## src/rtl/bit_packer_param_if.sv

```systemverilog
`default_nettype none
// +-----------------------------------------------------------------------+
// | Module   : bit_packer_param_if                                        |
// | Brief    : Handshake bundle for the serial-bit to word packer:        |
// |            bit input stream, flush request/ack, word output stream.   |
// | Revision : 1.0 - initial release                                      |
// +-----------------------------------------------------------------------+
interface bit_packer_param_if #(
   parameter int OUT_W = 8
);
   logic                         in_valid;
   logic                         in_bit;
   logic                         in_ready;
   logic                         flush;
   logic                         flush_ack;
   logic                         out_valid;
   logic                         out_ready;
   logic [OUT_W-1:0]             out_word;
   logic [$clog2(OUT_W+1)-1:0]   out_nbits;
   logic                         out_last;

   // Packer side
   modport slave (
      input  in_valid, in_bit, flush, out_ready,
      output in_ready, flush_ack, out_valid, out_word, out_nbits, out_last
   );

   // Bit producer / word consumer side
   modport master (
      output in_valid, in_bit, flush, out_ready,
      input  in_ready, flush_ack, out_valid, out_word, out_nbits, out_last
   );
endinterface
`default_nettype wire

```

## src/rtl/bit_packer_param.sv

```systemverilog
`default_nettype none
// +-----------------------------------------------------------------------+
// | Module   : bit_packer_param                                           |
// | Brief    : Packs a serial bit stream into OUT_W-bit words, with       |
// |            flush of partial words and a small output word FIFO.       |
// | Revision : 1.0 - initial release                                      |
// +-----------------------------------------------------------------------+
module bit_packer_param #(
   parameter int OUT_W      = 8,
   parameter int MSB_FIRST  = 1,
   parameter int FIFO_DEPTH = 2
) (
   input wire                   clk,
   input wire                   rst_n,
   bit_packer_param_if.slave    bus
);

   localparam int c_cnt_w = $clog2(OUT_W);
   localparam int c_nb_w  = $clog2(OUT_W + 1);
   localparam int c_ptr_w = (FIFO_DEPTH > 1) ? $clog2(FIFO_DEPTH) : 1;
   localparam int c_occ_w = $clog2(FIFO_DEPTH + 1);

   localparam logic [c_cnt_w-1:0] c_cnt_last = c_cnt_w'(OUT_W - 1);
   localparam logic [c_nb_w-1:0]  c_nb_full  = c_nb_w'(OUT_W);
   localparam logic [c_ptr_w-1:0] c_ptr_last = c_ptr_w'(FIFO_DEPTH - 1);
   localparam logic [c_occ_w-1:0] c_occ_full = c_occ_w'(FIFO_DEPTH);

   // Accumulator state
   logic [c_cnt_w-1:0] cnt_q, cnt_d;
   logic [OUT_W-1:0]   acc_q, acc_d;

   // Output FIFO state
   logic [OUT_W-1:0]   word_q  [FIFO_DEPTH];
   logic [OUT_W-1:0]   word_d  [FIFO_DEPTH];
   logic [c_nb_w-1:0]  nbits_q [FIFO_DEPTH];
   logic [c_nb_w-1:0]  nbits_d [FIFO_DEPTH];
   logic               last_q  [FIFO_DEPTH];
   logic               last_d  [FIFO_DEPTH];
   logic [c_ptr_w-1:0] wr_ptr_q, wr_ptr_d;
   logic [c_ptr_w-1:0] rd_ptr_q, rd_ptr_d;
   logic [c_occ_w-1:0] occ_q, occ_d;

   // Combinational handshake / datapath
   logic               fifo_empty;
   logic               fifo_full;
   logic               pop;
   logic               can_push;
   logic               in_ready;
   logic               flush_ack;
   logic               in_xfer;
   logic               word_done;
   logic               push;
   logic [c_cnt_w-1:0] pos;
   logic [OUT_W-1:0]   acc_next;
   logic [OUT_W-1:0]   push_word;
   logic [c_nb_w-1:0]  push_nbits;

   function automatic logic [c_ptr_w-1:0] ptr_inc(input logic [c_ptr_w-1:0] p);
      return (p == c_ptr_last) ? '0 : p + 1'b1;
   endfunction

   // Handshakes, bit placement and push decision; a flush never adds a second push
   always_comb begin
      fifo_empty = (occ_q == '0);
      fifo_full  = (occ_q == c_occ_full);
      pop        = !fifo_empty && bus.out_ready;
      // A full FIFO can still take a word if the head leaves this same cycle
      can_push   = rst_n && (!fifo_full || pop);
      in_ready   = rst_n && ((cnt_q != c_cnt_last) || can_push);
      flush_ack  = bus.flush && can_push;
      in_xfer    = bus.in_valid && in_ready;

      pos      = (MSB_FIRST != 0) ? (c_cnt_last - cnt_q) : cnt_q;
      acc_next = acc_q;
      if (in_xfer) begin
         acc_next[pos] = bus.in_bit;
      end

      word_done  = in_xfer && (cnt_q == c_cnt_last);
      // Flush with nothing held (and no new bit) only acknowledges
      push       = word_done || (flush_ack && (in_xfer || (cnt_q != '0)));
      push_word  = acc_next;
      push_nbits = word_done ? c_nb_full : (c_nb_w'(cnt_q) + c_nb_w'(in_xfer));
   end

   // Next-state for accumulator and FIFO storage/pointers
   always_comb begin
      cnt_d    = push ? '0 : (cnt_q + c_cnt_w'(in_xfer));
      acc_d    = push ? '0 : acc_next;
      word_d   = word_q;
      nbits_d  = nbits_q;
      last_d   = last_q;
      wr_ptr_d = wr_ptr_q;
      rd_ptr_d = rd_ptr_q;
      occ_d    = occ_q;
      if (push) begin
         word_d[wr_ptr_q]  = push_word;
         nbits_d[wr_ptr_q] = push_nbits;
         last_d[wr_ptr_q]  = flush_ack;
         wr_ptr_d          = ptr_inc(wr_ptr_q);
      end
      if (pop) begin
         rd_ptr_d = ptr_inc(rd_ptr_q);
      end
      case ({push, pop})
         2'b10:   occ_d = occ_q + 1'b1;
         2'b01:   occ_d = occ_q - 1'b1;
         default: occ_d = occ_q;
      endcase
   end

   // State registers; reset drops every held bit and buffered word
   always_ff @(posedge clk or negedge rst_n) begin
      if (!rst_n) begin
         cnt_q    <= '0;
         acc_q    <= '0;
         wr_ptr_q <= '0;
         rd_ptr_q <= '0;
         occ_q    <= '0;
         for (int i = 0; i < FIFO_DEPTH; i++) begin
            word_q[i]  <= '0;
            nbits_q[i] <= '0;
            last_q[i]  <= 1'b0;
         end
      end else begin
         cnt_q    <= cnt_d;
         acc_q    <= acc_d;
         wr_ptr_q <= wr_ptr_d;
         rd_ptr_q <= rd_ptr_d;
         occ_q    <= occ_d;
         word_q   <= word_d;
         nbits_q  <= nbits_d;
         last_q   <= last_d;
      end
   end

   // Head entry is presented only while the FIFO holds a word, zero otherwise
   assign bus.in_ready  = in_ready;
   assign bus.flush_ack = flush_ack;
   assign bus.out_valid = !fifo_empty;
   assign bus.out_word  = fifo_empty ? '0   : word_q[rd_ptr_q];
   assign bus.out_nbits = fifo_empty ? '0   : nbits_q[rd_ptr_q];
   assign bus.out_last  = fifo_empty ? 1'b0 : last_q[rd_ptr_q];

endmodule
`default_nettype wire

```

## src/flat_wrapper.sv

```systemverilog
// flat-port wrapper written by rule: the top's interface ports become plain ports
module bit_packer_param_flat 
#(
   parameter int OUT_W      = 8,
   parameter int MSB_FIRST  = 1,
   parameter int FIFO_DEPTH = 2
)
  (clk, rst_n, bus_in_valid, bus_in_bit, bus_flush, bus_out_ready, bus_in_ready, bus_flush_ack, bus_out_valid, bus_out_word, bus_out_nbits, bus_out_last);
  bit_packer_param_if #(.OUT_W(OUT_W)) bus_i ();
  input wire clk;
  input wire rst_n;
  input wire logic [$bits(bus_i.in_valid)-1:0] bus_in_valid;
  input wire logic [$bits(bus_i.in_bit)-1:0] bus_in_bit;
  input wire logic [$bits(bus_i.flush)-1:0] bus_flush;
  input wire logic [$bits(bus_i.out_ready)-1:0] bus_out_ready;
  output wire logic [$bits(bus_i.in_ready)-1:0] bus_in_ready;
  output wire logic [$bits(bus_i.flush_ack)-1:0] bus_flush_ack;
  output wire logic [$bits(bus_i.out_valid)-1:0] bus_out_valid;
  output wire logic [$bits(bus_i.out_word)-1:0] bus_out_word;
  output wire logic [$bits(bus_i.out_nbits)-1:0] bus_out_nbits;
  output wire logic [$bits(bus_i.out_last)-1:0] bus_out_last;
  assign bus_i.in_valid = bus_in_valid;
  assign bus_i.in_bit = bus_in_bit;
  assign bus_i.flush = bus_flush;
  assign bus_i.out_ready = bus_out_ready;
  assign bus_in_ready = bus_i.in_ready;
  assign bus_flush_ack = bus_i.flush_ack;
  assign bus_out_valid = bus_i.out_valid;
  assign bus_out_word = bus_i.out_word;
  assign bus_out_nbits = bus_i.out_nbits;
  assign bus_out_last = bus_i.out_last;
  bit_packer_param #(.OUT_W(OUT_W), .MSB_FIRST(MSB_FIRST), .FIFO_DEPTH(FIFO_DEPTH)) u_core (.clk(clk), .rst_n(rst_n), .bus(bus_i));
endmodule
```

## config.mk

```make
export PLATFORM = sky130hd
export DESIGN_NAME = bit_packer_param_flat
export DESIGN_NICKNAME = d
export VERILOG_FILES = /design/src/rtl/bit_packer_param_if.sv /design/src/rtl/bit_packer_param.sv /design/src/flat_wrapper.sv
export SDC_FILE = /design/constraint.sdc
export NUM_CORES = 1
export LEC_CHECK = 0
export BUFFER_PORTS_ARGS = -buffer_cell sky130_fd_sc_hd__buf_2
export CAP_MARGIN = 5
export CORE_UTILIZATION = 60
export DETAILED_ROUTE_END_ITERATION = 6
export PLACE_DENSITY_LB_ADDON = 0.05
export SETUP_SLACK_MARGIN = 0.1
export SYNTH_ARGS = -nofsm -noshare
export SYNTH_HDL_FRONTEND = slang
export SYNTH_SLANG_ARGS = --single-unit
export TNS_END_PERCENT = 5
```

## constraint.sdc

```tcl
create_clock -name clk -period 3 [get_ports clk]
set_input_delay 0.15 -clock clk [delete_from_list [all_inputs] [get_ports clk]]
set_output_delay 0.15 -clock clk [all_outputs]
set_load 0.01 [all_outputs]
```

---- Word-level counts from Yosys, hierarchy flattened ----
Cells that the tools add are included.
cells by class
  reduce and logical (&&, ||, !) cells .... 18
  muxes and demuxes ....................... 31
  $lt $le $gt $ge ......................... 5
  equal/unequal tests ..................... 5
  add/subtract/negate cells ............... 7
  bitwise operators ....................... 2
operator list
  kind                 number
  $mux 8               7
  $mux 4               6
  $bwmux 16            1
  $bwmux 8             2
  $logic_and 1x1->1    9
  $demux 8 s1          1
  $mux 1               8
  $add 3x1->4          1
  $demux 4 s1          1
  $eq 2x2->1 const B   2
  $ge 2x2->1 const B   2
  $logic_or 1x1->1     4
  $lt 3x4->1 const B   1
  $not 1->2            2
  $pmux 2 s2           1
  $add 3x1->3          1
  $demux 1 s3          1
  $eq 3x3->1 const B   1
  $ge 3x1->1 const B   1
  $mux 3               1
  $ne 3x3->1 const B   1
  $reduce_bool 3->1    1
  $sub 3x3->3 const A  1
  $add 1x1->1 const B  2
  other kinds (9)      10
storage, ports and cells
  bits of input ports ..................... 6
  output and inout port bits .............. 16
  logic and storage cells ................. 79
  bits in registers ....................... 41

---- Depth between registers and ports, before layout ----
  depth in word-level cells ............... 13
  depth in mapped cells ................... 9
  gate-level depth less buffers ........... 8

---- Worst setup path after synthesis ----
OpenSTA, ideal clock, no wires.
  path kind ............................... register to register
  start ................................... register u_core.cnt_q[1]
  end ..................................... register u_core.occ_q[1]
  setup time .............................. 0.079 ns
  path buffers ............................ 0
  period minus slack after synthesis ...... 2.031 ns
  setup slack ............................. 0.969 ns
  required time ........................... 2.921 ns
  cell stages (with the launch flop) ...... 8
  data arrival time ....................... 1.951 ns
  cell sequence ........................... dfrtp_1 or3_4 o2111ai_4 nand2_1 inv_1 ha_1 nor2_1 xor2_1
between the ends
  word-level cells in the longest chain between the ends .. 9
  elaborated cells between the ends (all ways) .. 14
  those cells by class .................... 4 x eq/ne; 1 x mux; 9 x reduce/logical
ends and longest elaborated chain
  element                                          RTL line                 RTL
  from (decl)                                      bit_packer_param.sv:29   logic [c_cnt_w-1:0] cnt_q, cnt_d;
  from (signal assigned)                           bit_packer_param.sv:126  cnt_q <= cnt_d;
  $ne 3x3->1                                       bit_packer_param.sv:69   in_ready = rst_n && ((cnt_q != c_cnt_last) || can_push);
  $logic_or 1x1->1                                 bit_packer_param.sv:69
  $logic_and 1x1->1                                bit_packer_param.sv:69
  $logic_and 1x1->1                                bit_packer_param.sv:71   in_xfer = bus.in_valid && in_ready;
  $logic_or 1x1->1                                 bit_packer_param.sv:81   push = word_done || (flush_ack && (in_xfer || (cnt_q != '0)));
  $logic_and 1x1->1                                bit_packer_param.sv:81
  $logic_or 1x1->1 *                               bit_packer_param.sv:81
  $eq 2x1->1 or $eq 2x2->1 (tied branches)         bit_packer_param.sv:105  case ({push, pop})
  $pmux 2 s2 or $reduce_bool 2->1 (tied branches)  -
  to (signal assigned)                             bit_packer_param.sv:119  occ_q <= '0;
  to (signal assigned)                             bit_packer_param.sv:130  occ_q <= occ_d;
  to (decl)                                        bit_packer_param.sv:41   logic [c_occ_w-1:0] occ_q, occ_d;
Mark *: on every way between the ends. The rest lies on a longest branch, timed or not.
A chain may end at the register's enable or synchronous reset.

---- Worst setup path after layout ----
Ends and elaborated chain as after synthesis.

==> flow_metrics.env <==
export IMPL_via_count=1290
export IMPL_cts_setup_buffers=0
export IMPL_yosysWarnings=0
export IMPL_skew_ns=0.01391
export IMPL_grt_max_degree=37
export IMPL_slew_violations=0
export IMPL_gr_total_overflow=0
export IMPL_cts_resized=0
export IMPL_cts_sinks=41
export IMPL_worstSetupEndpointType="flip-flop"
export IMPL_synth_area_um2=2110
export IMPL_fin_nets=205
export IMPL_clk_pin_slew_worst_paths_ns=0.13
export IMPL_portBuffers=21
export IMPL_p_per_area_nw_per_um2=881.6
export IMPL_cts_tree="yes"
export IMPL_drtPass1Iterations=4
export IMPL_antenna_found_initial=0
export IMPL_finalSetupViolations=0
export IMPL_place_congestion=0.8269
export IMPL_cts_root_buf="clkbuf_4"
export IMPL_tightest_slew_ns=0.8180
export IMPL_grt_pass1_wl_um=6375
export IMPL_clk_path_buf_depth=2
export IMPL_wl_per_cell_um=16.81
export IMPL_wl_met3_um=135
export IMPL_syn_nets=181
export IMPL_ys_seq_elements=41
export IMPL_rsz0062_at_grt="false"
export IMPL_startpoint_type="flip-flop"
export IMPL_ir_worst_vdd_uv=419.0
export IMPL_ys_types=29
export IMPL_cts_inserted_buffers=5
export IMPL_via_per_inst=5.309
export IMPL_ff2ff_path_depth=7
export IMPL_place_inst=234
export IMPL_die_w_um=61.30
export IMPL_whs_ns=0.1933
export IMPL_grtUsageTotal=0.2528
export IMPL_coreArea_um2=3363
export IMPL_status="finished, final reports clean"
export IMPL_criticalPathCategory="flip-flop to flip-flop"
export IMPL_syn2layout_area_growth_pct=10.97
export IMPL_drc=0
export IMPL_period_needed_ns=2.299
export IMPL_rows=21
export IMPL_met2_length_um=2113
export IMPL_boundaryPins=22
export IMPL_ant_nets=0
export IMPL_yosysSeqAreaShare=0.4864
export IMPL_power_leakage_nw=1.174
export IMPL_clk_latency_ns=0.36
export IMPL_synth_cells=172
export IMPL_period_share=0.7662
export IMPL_num_fill_cells=272
export IMPL_r2r_start="u_core.cnt_q[1]"
export IMPL_final_common_cell="dfrtp_1"
export IMPL_drive_gt1_frac=0.3198
export IMPL_rr_endpoint="u_core.occ_q[1]"
export IMPL_grt_pass1_vias=1315
export IMPL_m1WireLength_um=1801
export IMPL_cts_hold_buffers_added=1
export IMPL_regToRegSetupSlack_ns=0.70
export IMPL_crit_arrival_ns=2.59
export IMPL_antennaDiodeCount=0
export IMPL_wl_um=4086
export IMPL_cp_max_fo=10
export IMPL_die_area_um2=3757
export IMPL_finalNonFillerCells=243
export IMPL_final_hold_viol_count=0
export IMPL_mostFrequentLayoutCells="dfrtp_1 (41), nor2_1 (22), mux2i_1 (21), buf_2 (21), mux2_2 (14)"
export IMPL_die_height_um=61.30
export IMPL_maxCapViolations=0
export IMPL_top_layer_used="met4"
export IMPL_post_dp_hpwl_um=2787
export IMPL_synth_area_per_cell_um2=12.26
export IMPL_hold_class="primary input to asynchronous set/reset pin"
export IMPL_fmax_mhz=435.1
export IMPL_cp_required_ns=3.29
export IMPL_start_util=0.6272
export IMPL_cts_htree_levels=2
export IMPL_fin_setup_tns_ns=0
export IMPL_drtIter0Drc=45
export IMPL_slew_headroom=0.4547
where the power goes:
| part | switching (W) | total [W] | leakage, nW | internal [W] |
|---|---|---|---|---|
| registers | 0.000183 | 0.000909 | 0.544 | 0.000726 |
| logic | 0.000368 | 0.000771 | 0.586 | 0.000403 |
| clock network | 0.000186 | 0.000384 | 0.0445 | 0.000198 |
| total | 0.000737 | 0.00206 | 1.17 | 0.00133 |
sequential cells by signal, summed over array words and instances, names as in the netlist:
register,count
u_core.acc_q,8
u_core.cnt_q,3
u_core.last_q,2
u_core.nbits_q,8
u_core.occ_q,2
u_core.rd_ptr_q,1
u_core.word_q,16
u_core.wr_ptr_q,1
Yosys cell counts:
cell type,n,share of area
nand2b_1,2,0.0059
inv_1,10,0.018
mux2_2,14,0.075
nand4_4,1,0.010
buf_6,2,0.011
nor2b_1,10,0.030
mux2_4,12,0.085
or3b_1,1,0.0042
nand2_1,4,0.0071
o2111ai_4,1,0.012
and2_1,2,0.0059
nor2_1,22,0.039
a21boi_4,1,0.0089
o21ba_2,1,0.0047
a21o_1,1,0.0036
clkbuf_1,2,0.0036
a21oi_4,1,0.0077
nand3_1,2,0.0047
xnor2_1,3,0.012
buf_2,3,0.0071
dfrtp_1,41,0.49
nand3b_1,1,0.0036
or3_4,1,0.0053
mux2i_1,21,0.10
ha_1,3,0.018
xor2_1,3,0.012
o21ai_0,1,0.0024
and3_1,4,0.012
nor3_1,2,0.0047
final cells by class:
type | instances | area (um2) | share of cell area
Clock buffer | 6 | 51.30 | 0.02191
Clock inverter | 2 | 37.54 | 0.01603
Inverter | 10 | 37.54 | 0.01603
Multi-Input combinational cell | 114 | 1001 | 0.4276
Sequential cell | 41 | 1026 | 0.4383
Tap cell | 46 | 57.56 | 0.02459
Timing Repair Buffer | 24 | 130.1 | 0.05559
stage by stage:
stage               total power [W]    util  worst slack, ns  instance area (um2)
CTS                        0.002082  0.6961           0.6711                 2341
global route               0.002213  0.6961           0.5241                 2341
floorplan                  0.001466       -           0.9694                 2110
finish                     0.002064  0.6961           0.7014                 2341
detailed placement         0.001698  0.6667           0.7090                 2242
global placement           0.001639  0.6667           0.8202                 2242
metal layers:
layer  vias to the layer above  global-route usage
met4                         0             0.07792
met1                       634              0.3048
li1                        626                   -
met5                         -                   0
met2                        26              0.4410
met3                         4             0.06933
worst max path at each step:
| stage | startpoint | endpoint | slack [ns] | depth (start not counted) |
|---|---|---|---|---|
| 2_1_floorplan | u_core.cnt_q[1] | u_core.occ_q[1] | 0.97 | 7 |
| 3_3_place_gp | u_core.cnt_q[1] | u_core.occ_q[1] | 0.82 | 7 |
| 3_5_place_dp | u_core.cnt_q[1] | u_core.occ_q[1] | 0.71 | 7 |
| 4_1_cts | u_core.cnt_q[1] | u_core.occ_q[1] | 0.67 | 7 |
| 5_1_grt | u_core.cnt_q[1] | u_core.occ_q[1] | 0.52 | 7 |
| 6_report | u_core.cnt_q[1] | u_core.occ_q[1] | 0.70 | 7 |
cells by family (layout without fill, tap and decap cells):
logic type               after synthesis  count (layout)  synth area share
AND/OR/NAND/NOR                       52              52            0.1323
multiplexers                          47              47            0.2598
flip-flops                            41              41            0.4864
buffers and inverters                 17              42           0.03915
AO/OA/AOI/OAI                          6               6           0.03974
XOR/XNOR                               6               6           0.02492
adder cells (fa/ha/maj)                3               3           0.01780
worst max-delay path: stages, from the launching register on:
cell and delay, ns:
dfrtp_1 0.48, or3_4 0.42, o2111ai_4 0.30, nand2_1 0.34, inv_1 0.13, ha_1 0.25
nor2_1 0.14, xor2_1 0.17
No activity file was read; power rests on OpenSTA's default activity.
